===== src/rtl/bird_renderer.sv =====
// bird_renderer: pixel stage behind VGA_timings. It holds the SpacyBird game FSM and the
// per-frame gravity/flap physics, and it outputs registered 12-bit RGB plus sync delayed by
// one cycle. Optional build macro: BIRD_BORDER_EN draws a 1-pixel white frame on the
// visible area.
module bird_renderer #(
  parameter int unsigned WIDTH     = 640,
  parameter int unsigned HEIGHT    = 480,
  parameter int unsigned H_TOT     = 800,
  parameter int unsigned V_TOT     = 525,
  parameter int unsigned BIRD_X    = 100,
  parameter int unsigned BIRD_SIZE = 16,
  parameter int unsigned GRAVITY   = 1,
  parameter int unsigned FLAP_VEL  = 8,
  parameter int unsigned MAX_FALL  = 12
) (
  input  logic                     iClk,
  input  logic                     iRst,
  input  logic                     iHS,
  input  logic                     iVS,
  input  logic [$clog2(H_TOT)-1:0] iH,
  input  logic [$clog2(V_TOT)-1:0] iV,
  input  logic                     iActive,
  input  logic                     iFlap,
  output logic                     oHS,
  output logic                     oVS,
  output logic [3:0]               oRed,
  output logic [3:0]               oGreen,
  output logic [3:0]               oBlue,
  output logic                     oDead
);

  localparam int unsigned HW = $clog2(H_TOT);
  localparam int unsigned VW = $clog2(V_TOT);
  localparam int unsigned YW = $clog2(HEIGHT);

  localparam logic [YW-1:0] YStart  = YW'(HEIGHT / 2 - BIRD_SIZE / 2);
  localparam logic [YW-1:0] YFloor  = YW'(HEIGHT - BIRD_SIZE);
  localparam logic [5:0]    VelFlap = 6'(0) - 6'(FLAP_VEL);

  typedef enum logic [1:0] {StReady, StFlying, StDead} state_e;

  state_e          state_q;
  logic [YW-1:0]   y_q;
  logic [5:0]      vel_q;      // two's complement, positive = downward
  logic            dead_q;
  logic            flap_q, flap_prev_q;
  logic            flap_pend_q, flap_pend_d;
  logic            tick;
  logic [6:0]      vel_inc;
  logic [5:0]      vel_n;
  logic [10:0]     ny;
  logic            ny_neg, ny_floor;
  logic            in_x, in_y;
  logic [11:0]     rgb_d, rgb_q;
  logic            hs_q, vs_q;

  // Frame tick lands in vertical blanking, so physics never tears a visible frame.
  assign tick = (iV == VW'(HEIGHT)) && (iH == '0);

  // Flap pending: edges are detected on the registered button; the tick clear wins.
  always_comb begin
    flap_pend_d = flap_pend_q | (flap_q & ~flap_prev_q);
    if (tick) flap_pend_d = 1'b0;
  end

  // Flap button registers and pending flag.
  always_ff @(posedge iClk) begin
    if (iRst) begin
      flap_q      <= 1'b0;
      flap_prev_q <= 1'b0;
      flap_pend_q <= 1'b0;
    end else begin
      flap_q      <= iFlap;
      flap_prev_q <= flap_q;
      flap_pend_q <= flap_pend_d;
    end
  end

  // Candidate physics step: new velocity and position at 11-bit signed width.
  always_comb begin
    vel_inc = {vel_q[5], vel_q} + 7'(GRAVITY);
    if (flap_pend_q) begin
      vel_n = VelFlap;
    end else if ($signed(vel_inc) > $signed(7'(MAX_FALL))) begin
      vel_n = 6'(MAX_FALL);
    end else begin
      vel_n = vel_inc[5:0];
    end
    ny       = 11'(y_q) + {{5{vel_n[5]}}, vel_n};
    ny_neg   = ny[10];
    ny_floor = !ny[10] && (ny >= 11'(HEIGHT - BIRD_SIZE));
  end

  // Game FSM and bird state, advanced only on frame ticks.
  always_ff @(posedge iClk) begin
    if (iRst) begin
      state_q <= StReady;
      y_q     <= YStart;
      vel_q   <= '0;
      dead_q  <= 1'b0;
    end else if (tick) begin
      unique case (state_q)
        StReady, StFlying: begin
          if (state_q == StFlying || flap_pend_q) begin
            if (ny_neg) begin
              y_q     <= '0;
              vel_q   <= '0;
              state_q <= StFlying;
            end else if (ny_floor) begin
              y_q     <= YFloor;
              vel_q   <= '0;
              state_q <= StDead;
              dead_q  <= 1'b1;
            end else begin
              y_q     <= ny[YW-1:0];
              vel_q   <= vel_n;
              state_q <= StFlying;
            end
          end
        end
        StDead: begin
          if (flap_pend_q) begin
            state_q <= StReady;
            y_q     <= YStart;
            vel_q   <= '0;
            dead_q  <= 1'b0;
          end
        end
        default: state_q <= StReady;
      endcase
    end
  end

  // Pixel colour from the incoming counters and current bird state.
  always_comb begin
    in_x  = (iH >= HW'(BIRD_X)) && (iH < HW'(BIRD_X + BIRD_SIZE)) && (iH < HW'(WIDTH));
    in_y  = (11'(iV) >= 11'(y_q)) && (11'(iV) < 11'(y_q) + 11'(BIRD_SIZE));
    rgb_d = 12'h000;
    if (iActive) begin
      if (in_x && in_y) begin
        rgb_d = (state_q == StDead) ? 12'hF00 : 12'hFF0;
      end else begin
        rgb_d = 12'h4AF;
      end
`ifdef BIRD_BORDER_EN
      if (iH == '0 || iH == HW'(WIDTH - 1) || iV == '0 || iV == VW'(HEIGHT - 1)) begin
        rgb_d = 12'hFFF;
      end
`else
`endif
    end
  end

  // Output registers keep RGB and sync mutually aligned one cycle behind the inputs.
  always_ff @(posedge iClk) begin
    if (iRst) begin
      hs_q  <= 1'b0;
      vs_q  <= 1'b0;
      rgb_q <= 12'h000;
    end else begin
      hs_q  <= iHS;
      vs_q  <= iVS;
      rgb_q <= rgb_d;
    end
  end

  assign oHS    = hs_q;
  assign oVS    = vs_q;
  assign oRed   = rgb_q[11:8];
  assign oGreen = rgb_q[7:4];
  assign oBlue  = rgb_q[3:0];
  assign oDead  = dead_q;

endmodule


===== config.mk =====
export PLATFORM = sky130hd
export DESIGN_NAME = bird_renderer
export DESIGN_NICKNAME = d
export VERILOG_FILES = /design/src/rtl/bird_renderer.sv
export SDC_FILE = /design/constraint.sdc
export NUM_CORES = 1
export LEC_CHECK = 0
export ABC_AREA = 0
export CAP_MARGIN = 20
export CORE_ASPECT_RATIO = 0.75
export CORE_MARGIN = 4
export CORE_UTILIZATION = 54
export CTS_CLUSTER_SIZE = 24
export DETAILED_ROUTE_END_ITERATION = 10
export PLACE_DENSITY_LB_ADDON = 0.1
export REMOVE_ABC_BUFFERS = 1
export SYNTH_ARGS = -nofsm -noshare
export SYNTH_HDL_FRONTEND = slang
export SYNTH_SLANG_ARGS = --single-unit

===== constraint.sdc =====
create_clock -name iClk -period 5.2 [get_ports iClk]
set_input_delay 0.78 -clock iClk [delete_from_list [all_inputs] [get_ports iClk]]
set_output_delay 0.78 -clock iClk [all_outputs]
set_load 0.01 [all_outputs]

* Word-level counts from Yosys, hierarchy flattened *
Index checks and enable logic that the tools add are counted.

cells by class
  add/subtract/negate cells = 3
  order comparisons = 7
  equal/unequal tests = 7
  muxes and demuxes = 24
  bitwise logic cells = 5
  reduce and logical (&&, ||, !) cells = 18

operators with widths
  operator                                                       count
  two-way mux 6 bit                                              6
  two-way mux 9 bit                                              4
  one-hot mux 9 bit (2 select lines)                             1
  two-way mux 8 bit                                              2
  one-hot mux 6 bit (2 select lines)                             1
  adder 10 x 6 -> 11 bit                                         1
  >= comparator 11 x 9 -> 1 bit, second input constant           1
  adder 9 x 5 -> 10 bit, second input constant                   1
  equality test 10 x 9 -> 1 bit, second input constant           1
  >= comparator 10 x 7 -> 1 bit, second input constant           1
  >= comparator 10 x 9 -> 1 bit                                  1
  zero test 10 bit                                               1
  less-than comparator 10 bit                                    1
  less-than comparator 10 bit, second input constant             1
  less-than comparator 10 x 7 -> 1 bit, second input constant    1
  two-way mux 2 bit                                              4
  != test 2 bit, second input constant                           4
  adder 6 x 2 -> 7 bit, second input constant                    1
  greater-than comparator 7 x 5 -> 1 bit, second input constant  1
  logical AND 1 bit                                              6
  AND reduction 6 bit                                            1
  OR reduction 2 bit                                             3
  two-way mux 1 bit                                              4
  one-hot mux 2 bit (2 select lines)                             1
  other kinds (13)                                               15

storage, ports and cells
  bits in registers = 35
  input port bits = 26
  output and inout bits = 15
  word-level logic and storage cells = 75

* Longest topological paths before layout *
Gate-level depths: netlist (run 1).

  depth after elaboration = 11
  depth in mapped cells = 15
  depth with buffers taken out = 15

* Worst setup path before layout (run 1) *
No wires, ideal clock.

  path type = register to register
  start = register vel_q[0]
  end = register vel_q[3]
  library setup time = 117 ps
  arrival time = 3654 ps
  data required time = 5083 ps
  setup slack = 1428 ps
  stages on the path, launching flop included = 16
  buffers on the path = 0
  clock period less this slack = 3772 ps
  cells stage by stage = dfxtp_1 -> ha_1 -> nand3b_1 -> xnor2_1 -> nor4b_1 -> a2111oi_1 -> and2_1 -> ha_1 -> inv_1 -> fa_1 -> nand2b_1 -> a21oi_1 -> o2bb2ai_1 -> a2111oi_4 -> a211oi_4 -> a32o_1

between the ends
  cells in the longest elaborated chain, start to end = 11
  elaborated cells on any way between the ends = 12
  classes of those cells = 2 x add/sub; 2 x order compare; 6 x mux; 2 x reduce/logical

RTL lines
  what                                                                     line  source
  start: declaration                                                       44    logic [5:0] vel_q;
  start signal: assignment                                                 116   vel_q <= vel_n;
  adder 6 x 2 -> 7 bit (*)                                                 81    vel_inc = {vel_q[5], vel_q} + 7'(GRAVITY);
  greater-than comparator 7 x 5 -> 1 bit                                   84    end else if ($signed(vel_inc) > $signed(7'(MAX_FALL))) begin
  two-way mux 6 bit (*)                                                    84
  two-way mux 6 bit (*)                                                    82    if (flap_pend_q) begin
  adder 10 x 6 -> 11 bit                                                   89    ny = 11'(y_q) + {{5{vel_n[5]}}, vel_n};
  >= comparator 11 x 9 -> 1 bit / zero test 1 bit (equally long branches)  91    ny_floor = !ny[10] && (ny >= 11'(HEIGHT - BIRD_SIZE));
  logical AND 1 bit                                                        91
  two-way mux 6 bit                                                        109   end else if (ny_floor) begin
  two-way mux 6 bit (*)                                                    105   if (ny_neg) begin
  two-way mux 6 bit (*)                                                    104   if (state_q == StFlying || flap_pend_q) begin
  one-hot mux 6 bit (2 select lines) (*)                                   102   unique case (state_q)

Mark *: on every way between the ends. The rest lies on a longest branch, timed or not. The select of a mux whose other input is x is not followed.
A chain may end at the register's enable or synchronous reset.

* Final worst setup path (run 1) *
  start = register vel_q[0]
  end = register y_q[8]

between the ends
  cells in the longest elaborated chain, start to end = 11
  elaborated cells on any way between the ends = 12
  classes of those cells = 2 x add/sub; 2 x order compare; 6 x mux; 2 x reduce/logical

RTL lines
  what                                                                     line  source
  adder 6 x 2 -> 7 bit (*)                                                 81
  greater-than comparator 7 x 5 -> 1 bit                                   84
  two-way mux 6 bit (*)                                                    84
  two-way mux 6 bit (*)                                                    82
  adder 10 x 6 -> 11 bit (*)                                               89
  >= comparator 11 x 9 -> 1 bit / zero test 1 bit (equally long branches)  91
  logical AND 1 bit                                                        91
  two-way mux 9 bit                                                        109
  two-way mux 9 bit (*)                                                    105
  two-way mux 9 bit (*)                                                    104
  one-hot mux 9 bit (2 select lines) (*)                                   102
  end signal: assignment                                                   98    y_q <= YStart;
  end signal: assignment                                                   110   y_q <= YFloor;
  end signal: assignment                                                   115   y_q <= ny[YW-1:0];
  end: declaration                                                         43    logic [YW-1:0] y_q;

Marks and branches as above.

==> results of run 1 <==
==> flip-flops by register name (all words and copies together), names as in the netlist <==
name / cells
oVS: 1
y_q: 9
flap_pend_q: 1
flap_q: 1
vel_q: 6
rgb_q: 5
oDead: 1
flap_prev_q: 1
state_q: 2
oHS: 1
==> area by class of cell <==
| type | instances | area, um2 | area share [%] |
|---|---|---|---|
| Sequential cell | 28 | 561 | 19.3 |
| Clock inverter | 1 | 30.0 | 1.03 |
| Timing Repair Buffer | 40 | 400 | 13.8 |
| Tap cell | 55 | 68.8 | 2.37 |
| Inverter | 25 | 93.8 | 3.23 |
| Multi-Input combinational cell | 220 | 1710 | 58.8 |
| Clock buffer | 3 | 41.3 | 1.42 |
==> worst max-delay path by stage <==
stage | from | endpoint | slack [ns] | cells after the start
6_report | vel_q[0] | y_q[8] | 0.94 | 15
5_1_grt | vel_q[1] | y_q[4] | 0.49 | 15
4_1_cts | vel_q[0] | vel_q[3] | 1.0 | 15
3_5_place_dp | vel_q[0] | y_q[2] | 1.01 | 15
3_3_place_gp | vel_q[0] | y_q[2] | 1.16 | 15
2_1_floorplan | vel_q[0] | vel_q[2] | 1.43 | 15
==> synthesized netlist by cell type, types with 5 or more instances <==
| cell type | count |
|---|---|
| xnor2_1 | 13 |
| nand3_1 | 13 |
| o21ai_0 | 8 |
| buf_4 | 7 |
| a21oi_1 | 14 |
| dfxtp_1 | 28 |
| nor4_1 | 6 |
| nor2_1 | 20 |
| inv_1 | 25 |
| nand2_1 | 16 |
| nor2b_1 | 7 |
| ha_1 | 27 |
| nor3_1 | 7 |
| a32o_1 | 7 |
| nand4_1 | 5 |
==> metrics by stage <==
stage	cells	hold WS, ns
after global routing	372	0.482
after CTS	372	0.474
after detailed placement	368	0.460
after floorplan	273	0.438
final	372	0.474
after global placement	368	0.448
==> logic make-up (layout without fill, tap and decap cells) <==
group           count (synthesis)  after routing  synth area share [%]
flops                          28             28                  22.7
simple gates                   97             97                  21.3
buf+inv                        40             69                  7.97
xor+xnor                       15             15                  6.09
fa+ha+maj                      28             28                  14.5
compound gates                 80             80                  27.4
==> routing by layer <==
metal | routed length [um] | vias to the layer above | GRT usage (%)
li1 | - | 1135 | -
met1 | 2770 | 1031 | 29.3
met2 | 2500 | 83 | 33.8
met3 | 556 | 5 | 3.58
met4 | 32 | 0 | 3.56
met5 | 0 | - | 0
==> where the power goes <==
group          total (W)  internal (W)  leakage [nW]  switching [W]
Sequential      0.000220      0.000218         0.228     0.00000218
Clock           0.000174      0.000103        0.0357      0.0000707
Combinational   0.000137     0.0000626         0.833      0.0000740
==> critical path, cell delays in order, from the launching register on <==
cell	delay (ns)
dfxtp_1	0.36
ha_1	0.27
nand3b_1	0.20
xnor2_1	0.16
nor4b_1	0.07
a2111oi_1	0.61
and2_1	0.22
ha_1	0.20
inv_1	0.07
fa_1	0.41
nand2b_1	0.22
a21oi_1	0.33
a311oi_2	0.20
xnor2_1	0.47
nand2_1	0.21
o22ai_1	0.18
==> summary.md, run 1 <==
| Metric | Value |
|---|---|
| Setup violations, final | `0` |
| Clk sink count | `28` |
| Core ar. | `4230 um2` |
| Die H | `about 67 um` |
| Crit Path Category | `flip-flop to flip-flop` |
| DR vias | `2254` |
| Worst slew pin tran | `0.778 ns` |
| PD cells | `between 150 and 200 nW/um2` |
| Max_cap viols | `0` |
| Diode count | `0` |
| Hold Path Class | `flip-flop to flip-flop` |
| Post-Synthesis Cells | `288` |
| Top_reg_cell synth | `dfxtp_1` |
| CTS tree | `yes` |
| Post-DP HPWL | `4.63 mm` |
| Wirelength per Cell | `roughly 16 um` |
| Final Util | `68.6%` |
| Area after DPL | `2830 um2` |
| EDFF count, synth | `0` |
| Worst r2r path cells | `15` |
| DRC | `0` |
| Clk buf depth | `2` |
| Slew Limit Headroom | `47.6%` |
| Distinct cells, synth | `67` |
| I/O pins | `41` |
| Htree depth | `1` |
| Setup ws final | `0.936 ns` |
| DIE WIDTH | `86.0 um` |
| Antenna violations before repair | `0` |
| Fin area | `2900 um2` |
| Vias in the first global route | `2078` |
| Die Footprint | `5720 um2` |
| Postcts setup bufs | `0` |
| Setup crit end kind | `flip-flop` |
| Max Clock Skew | `0.00250 ns` |
| Vias per cell | `a little over 6` |
| Fillers | `346` |
| All-Layer GR Usage | `20.8%` |
| Power, Total | `around 0.00053 W` |
| WP data required | `between 5 and 6 ns` |
| Sequential fraction of the synthesis area | `between 20% and 30%` |
| Total wire length | `5.86 mm` |
| Synth area leaders | `dfxtp_1, ha_1, xnor2_1` |
| FF-to-FF setup slack | `roughly 0.94 ns` |
| CTS root buffer | `clkbuf_8` |
| Mapped cell area | `roughly 2500 um2` |
| Synth Warn # | `0` |
| Yosys top cell area share | `22.7%` |
| Clock-pin slew on the worst setup and hold paths | `0.10 ns` |
| Final min period | `4.26 ns` |
| Final Max Tran Viols | `0` |
| Most frequent cells in the layout | `clkdlybuf4s50_1, dfxtp_1, ha_1` |
| WP data arrival | `4.47 ns` |
| Yosys reg bits | `28` |
| Peak VDD IR | `between 0.15 and 0.2 mV` |
| Area Growth Syn to Fin | `17.8%` |
| Worst skew pair latency | `between 0.2 and 0.3 ns` |
| Largest net degree at the start of global routing | `17` |
| Num rows | `20` |
| Maximum fanout along the worst path | `7` |
| Hold_sp | `flap_q` |
| Setup repair after global routing missed its margin | `false` |
| Post-Place Worst Slack | `1.01 ns` |
| ANT nets after route | `0` |
| WHS Endpoint | `flap_prev_q` |
| Grt total ovfl | `0` |
| Detailed Routing Iterations Pass 1 | `4` |
| Final Hold Vio Count | `0` |
| Final GP Congestion | `between 0.8 and 0.9` |
| Layout cells sized above 1 | `6.31%` |
| FMAX | `~230 MHz` |
| First-pass GRT wire length | `between 9 and 10 mm` |
| Critical path launch point type | `flip-flop` |
| Layout Nets | `372` |
| Commonest non-fill, non-tap cell in the layout | `clkdlybuf4s50_1` |
| Leak | `1.10 nW` |
| Status | `finished clean` |
| Tcrit/Tclk final | `82.0%` |
| Initial DRC count | `123` |
| Hold Path Depth | `1` |
| Ys async rst share | `0%` |
| I/O Buffers | `40` |
| TritonCTS Buffers | `3` |
| Mapped Avg Cell Area | `8.56 um2` |
| Reg2reg start | `vel_q[0]` |
| Area leader, netlist | `dfxtp_1` |
| Starting Density | `58.3%` |
| Post-CTS Resized | `0` |
| Reg2reg end | `y_q[8]` |
| Post-route setup TNS | `0 ns` |
| Cts hold-fix bufs | `0` |
Power figures use the tool's default switching activity.
==> run 2: changes to the inputs <==
Settings changed: CORE_UTILIZATION 54 to 49.
Clock period 5.2 ns to 3.8 ns, I/O delays scaled along.
==> run 2 against run 1 <==
Against the previous run: via count increased by 5.0%; critical path depth increased by 2; sequential cell count unchanged; hold slack got worse by 0.0034 ns; total power increased by 43%; register-to-register slack got worse by 0.91 ns; clock skew decreased by 0.00086 ns; combinational power increased by 63%; largest cell class unchanged; highest routed layer unchanged.
==> summary.md, run 2 (synthesis results as in run 1) <==
| Metric | Value |
|---|---|
| Status | `finished clean` |
| Htree depth | `1` |
| Setup violations, final | `0` |
| Reg area | `roughly 560 um2` |
| Final Hold Vio Count | `0` |
| Switch share | `28.0%` |
| Die H | `69.4 um` |
| All-Layer GR Usage | `19.0%` |
| Vias per cell | `5.99` |
| DRC | `0` |
| Final min period | `about 3.8 ns` |
| CTS root buffer | `clkbuf_8` |
| Setup crit end kind | `flip-flop` |
| Critical path launch point type | `flip-flop` |
| Num rows | `22` |
| Grt total ovfl | `0` |
| WP data required | `3.97 ns` |
| Worst slew pin tran | `approximately 0.50 ns` |
| Die Footprint | `6240 um2` |
| Layout Nets | `390` |
| Largest register FFs | `9` |
| Post-route setup TNS | `0 ns` |
| Top reg by flops | `y_q` |
| Post-DP HPWL | `4.88 mm` |
| Final Util | `between 60% and 70%` |
| Maximum fanout along the worst path | `9` |
| Fillers | `406` |
| Starting Density | `50.6%` |
| Clock power share | `31.0%` |
| Antenna violations before repair | `0` |
| Clk sink count | `28` |
| Area Growth Syn to Fin | `28.3%` |
| Power, Total | `approximately 0.00076 W` |
| Initial DRC count | `152` |
| Peak VDD IR | `0.191 mV` |
| ANT nets after route | `0` |
| Slowest CP cell | `a2111oi_4` |
| Int Power | `0.000546 W` |
| Register share of total power | `39.6%` |
| Cts hold-fix bufs | `0` |
| CTS tree | `yes` |
| Diode count | `0` |
| I/O Buffers | `40` |
| WP data arrival | `3.94 ns` |
| Max_cap viols | `0` |
| Most frequent cells in the layout | `clkdlybuf4s50_1, dfxtp_1, inv_1, ha_1, nor2_1` |
| Core ar. | `4870 um2` |
| DIE WIDTH | `89.9 um` |
| Final GP Congestion | `between 0.8 and 0.9` |
| Slew Limit Headroom | `66.5%` |
| Wirelength per Cell | `16.3 um` |
| Tcrit/Tclk final | `99.2%` |
| Multi-input gate area | `1820 um2` |
| Psw | `0.000213 W` |
| I/O pins | `41` |
| Largest net degree at the start of global routing | `17` |
| DR vias | `between 2000 and 2500` |
| CP peak stage delay | `around 0.45 ns` |
| First-pass GRT wire length | `9.80 mm` |
| Final Max Tran Viols | `0` |
| Largest registers in the final layout | `y_q: 9 flops, vel_q: 6 flops, rgb_q: 5 flops` |
| Leak | `1.22 nW` |
| Logic pwr share | `29.4%` |
| Commonest non-fill, non-tap cell in the layout | `clkdlybuf4s50_1` |
| Detailed Routing Iterations Pass 1 | `4` |
| Layout cells sized above 1 | `17.0%` |
| Clk buf depth | `2` |
| Chain of cells forming the critical path | `ha_2, nand3b_1, xnor2_2, nor4b_2, a2111oi_2, buf_4, and2_4, ha_4, inv_2, fa_2, nand2b_4, a21oi_4, o2bb2ai_2, a2111oi_4, a211oi_4, buf_6, a211o_1` |
| Vias in the first global route | `between 2000 and 2500` |
| TritonCTS Buffers | `3` |
| Setup repair after global routing missed its margin | `true` |
| Clock-pin slew on the worst setup and hold paths | `roughly 0.10 ns` |
| Crit Path Category | `flip-flop to flip-flop` |
| PD cells | `240 nW/um2` |
| Total wire length | `about 6.5 mm` |
| Hold Path Class | `flip-flop to flip-flop` |
| Worst skew pair latency | `0.27 ns` |
| Max Clock Skew | `0.00164 ns` |
| FMAX | `265 MHz` |
-- run 2: final timing paths --
path | startpoint | endpoint | slack (ns) | cells after the start
worst max-delay path | vel_q[0] | y_q[3] | 0.03 | 17
worst min-delay path | flap_q | flap_prev_q | 0.47 | 1
worst max register to register | vel_q[0] | y_q[3] | 0.03 | 17
worst min register to register | flap_q | flap_prev_q | 0.47 | 1
-- run 2: worst max-delay path, delay by kind of cell (launching register included) --
family                   cells  cell delay (ns)
adder cells (fa/ha/maj)      3             0.68
AO/OA/AOI/OAI                6             1.49
XOR/XNOR                     1             0.19
flip-flops                   1             0.33
buffers and inverters        3             0.38
AND/OR/NAND/NOR              4             0.59
-- run 2: layout make-up --
| class | instances | area share, % |
|---|---|---|
| clock buffers | 3 | 1.31 |
| clock inverters | 1 | 0.950 |
| inverters | 25 | 2.97 |
| multi-input cells | 220 | 57.6 |
| flip-flops and latches | 28 | 17.8 |
| well taps | 60 | 2.37 |
| repair buffers | 58 | 17.1 |
-- run 2: metal layers --
layer  wire length, um  share of wire [%]  track usage [%]
met1              3100                 48             26.8
met2              2770                 43             28.6
met4               123                1.9             4.58
met5                 0                  0                0
met3               459                7.1             5.21
-- run 2: repair_timing --
| item | in CTS | in global routing |
|---|---|---|
| endpoints found under the setup margin | 10 | 18 |
| setup buffers | 0 | 11 |
| pin swaps | 2 | 17 |
| gates resized for setup | 2 | 24 |
-- run 2: per-stage QoR --
step                instance area, um2  std cells  hold WS [ns]  worst slack, ns
global placement                  2940        386         0.452          -0.0388
CTS                               3010        390         0.471          -0.0116
global route                      3160        395         0.487           -0.125
floorplan                         2360        273         0.438           0.0315
detailed placement                2940        386         0.456          -0.0783
finish                            3160        395         0.470           0.0292
-- run 2: power groups by stage --
stage               logic [W]  clock network, W  registers [W]
floorplan            0.000115                 0       0.000310
global placement     0.000191                 0       0.000308
detailed placement   0.000192                 0       0.000308
CTS                  0.000196          0.000239       0.000301
global route         0.000238          0.000253       0.000302
finish               0.000223          0.000235       0.000301
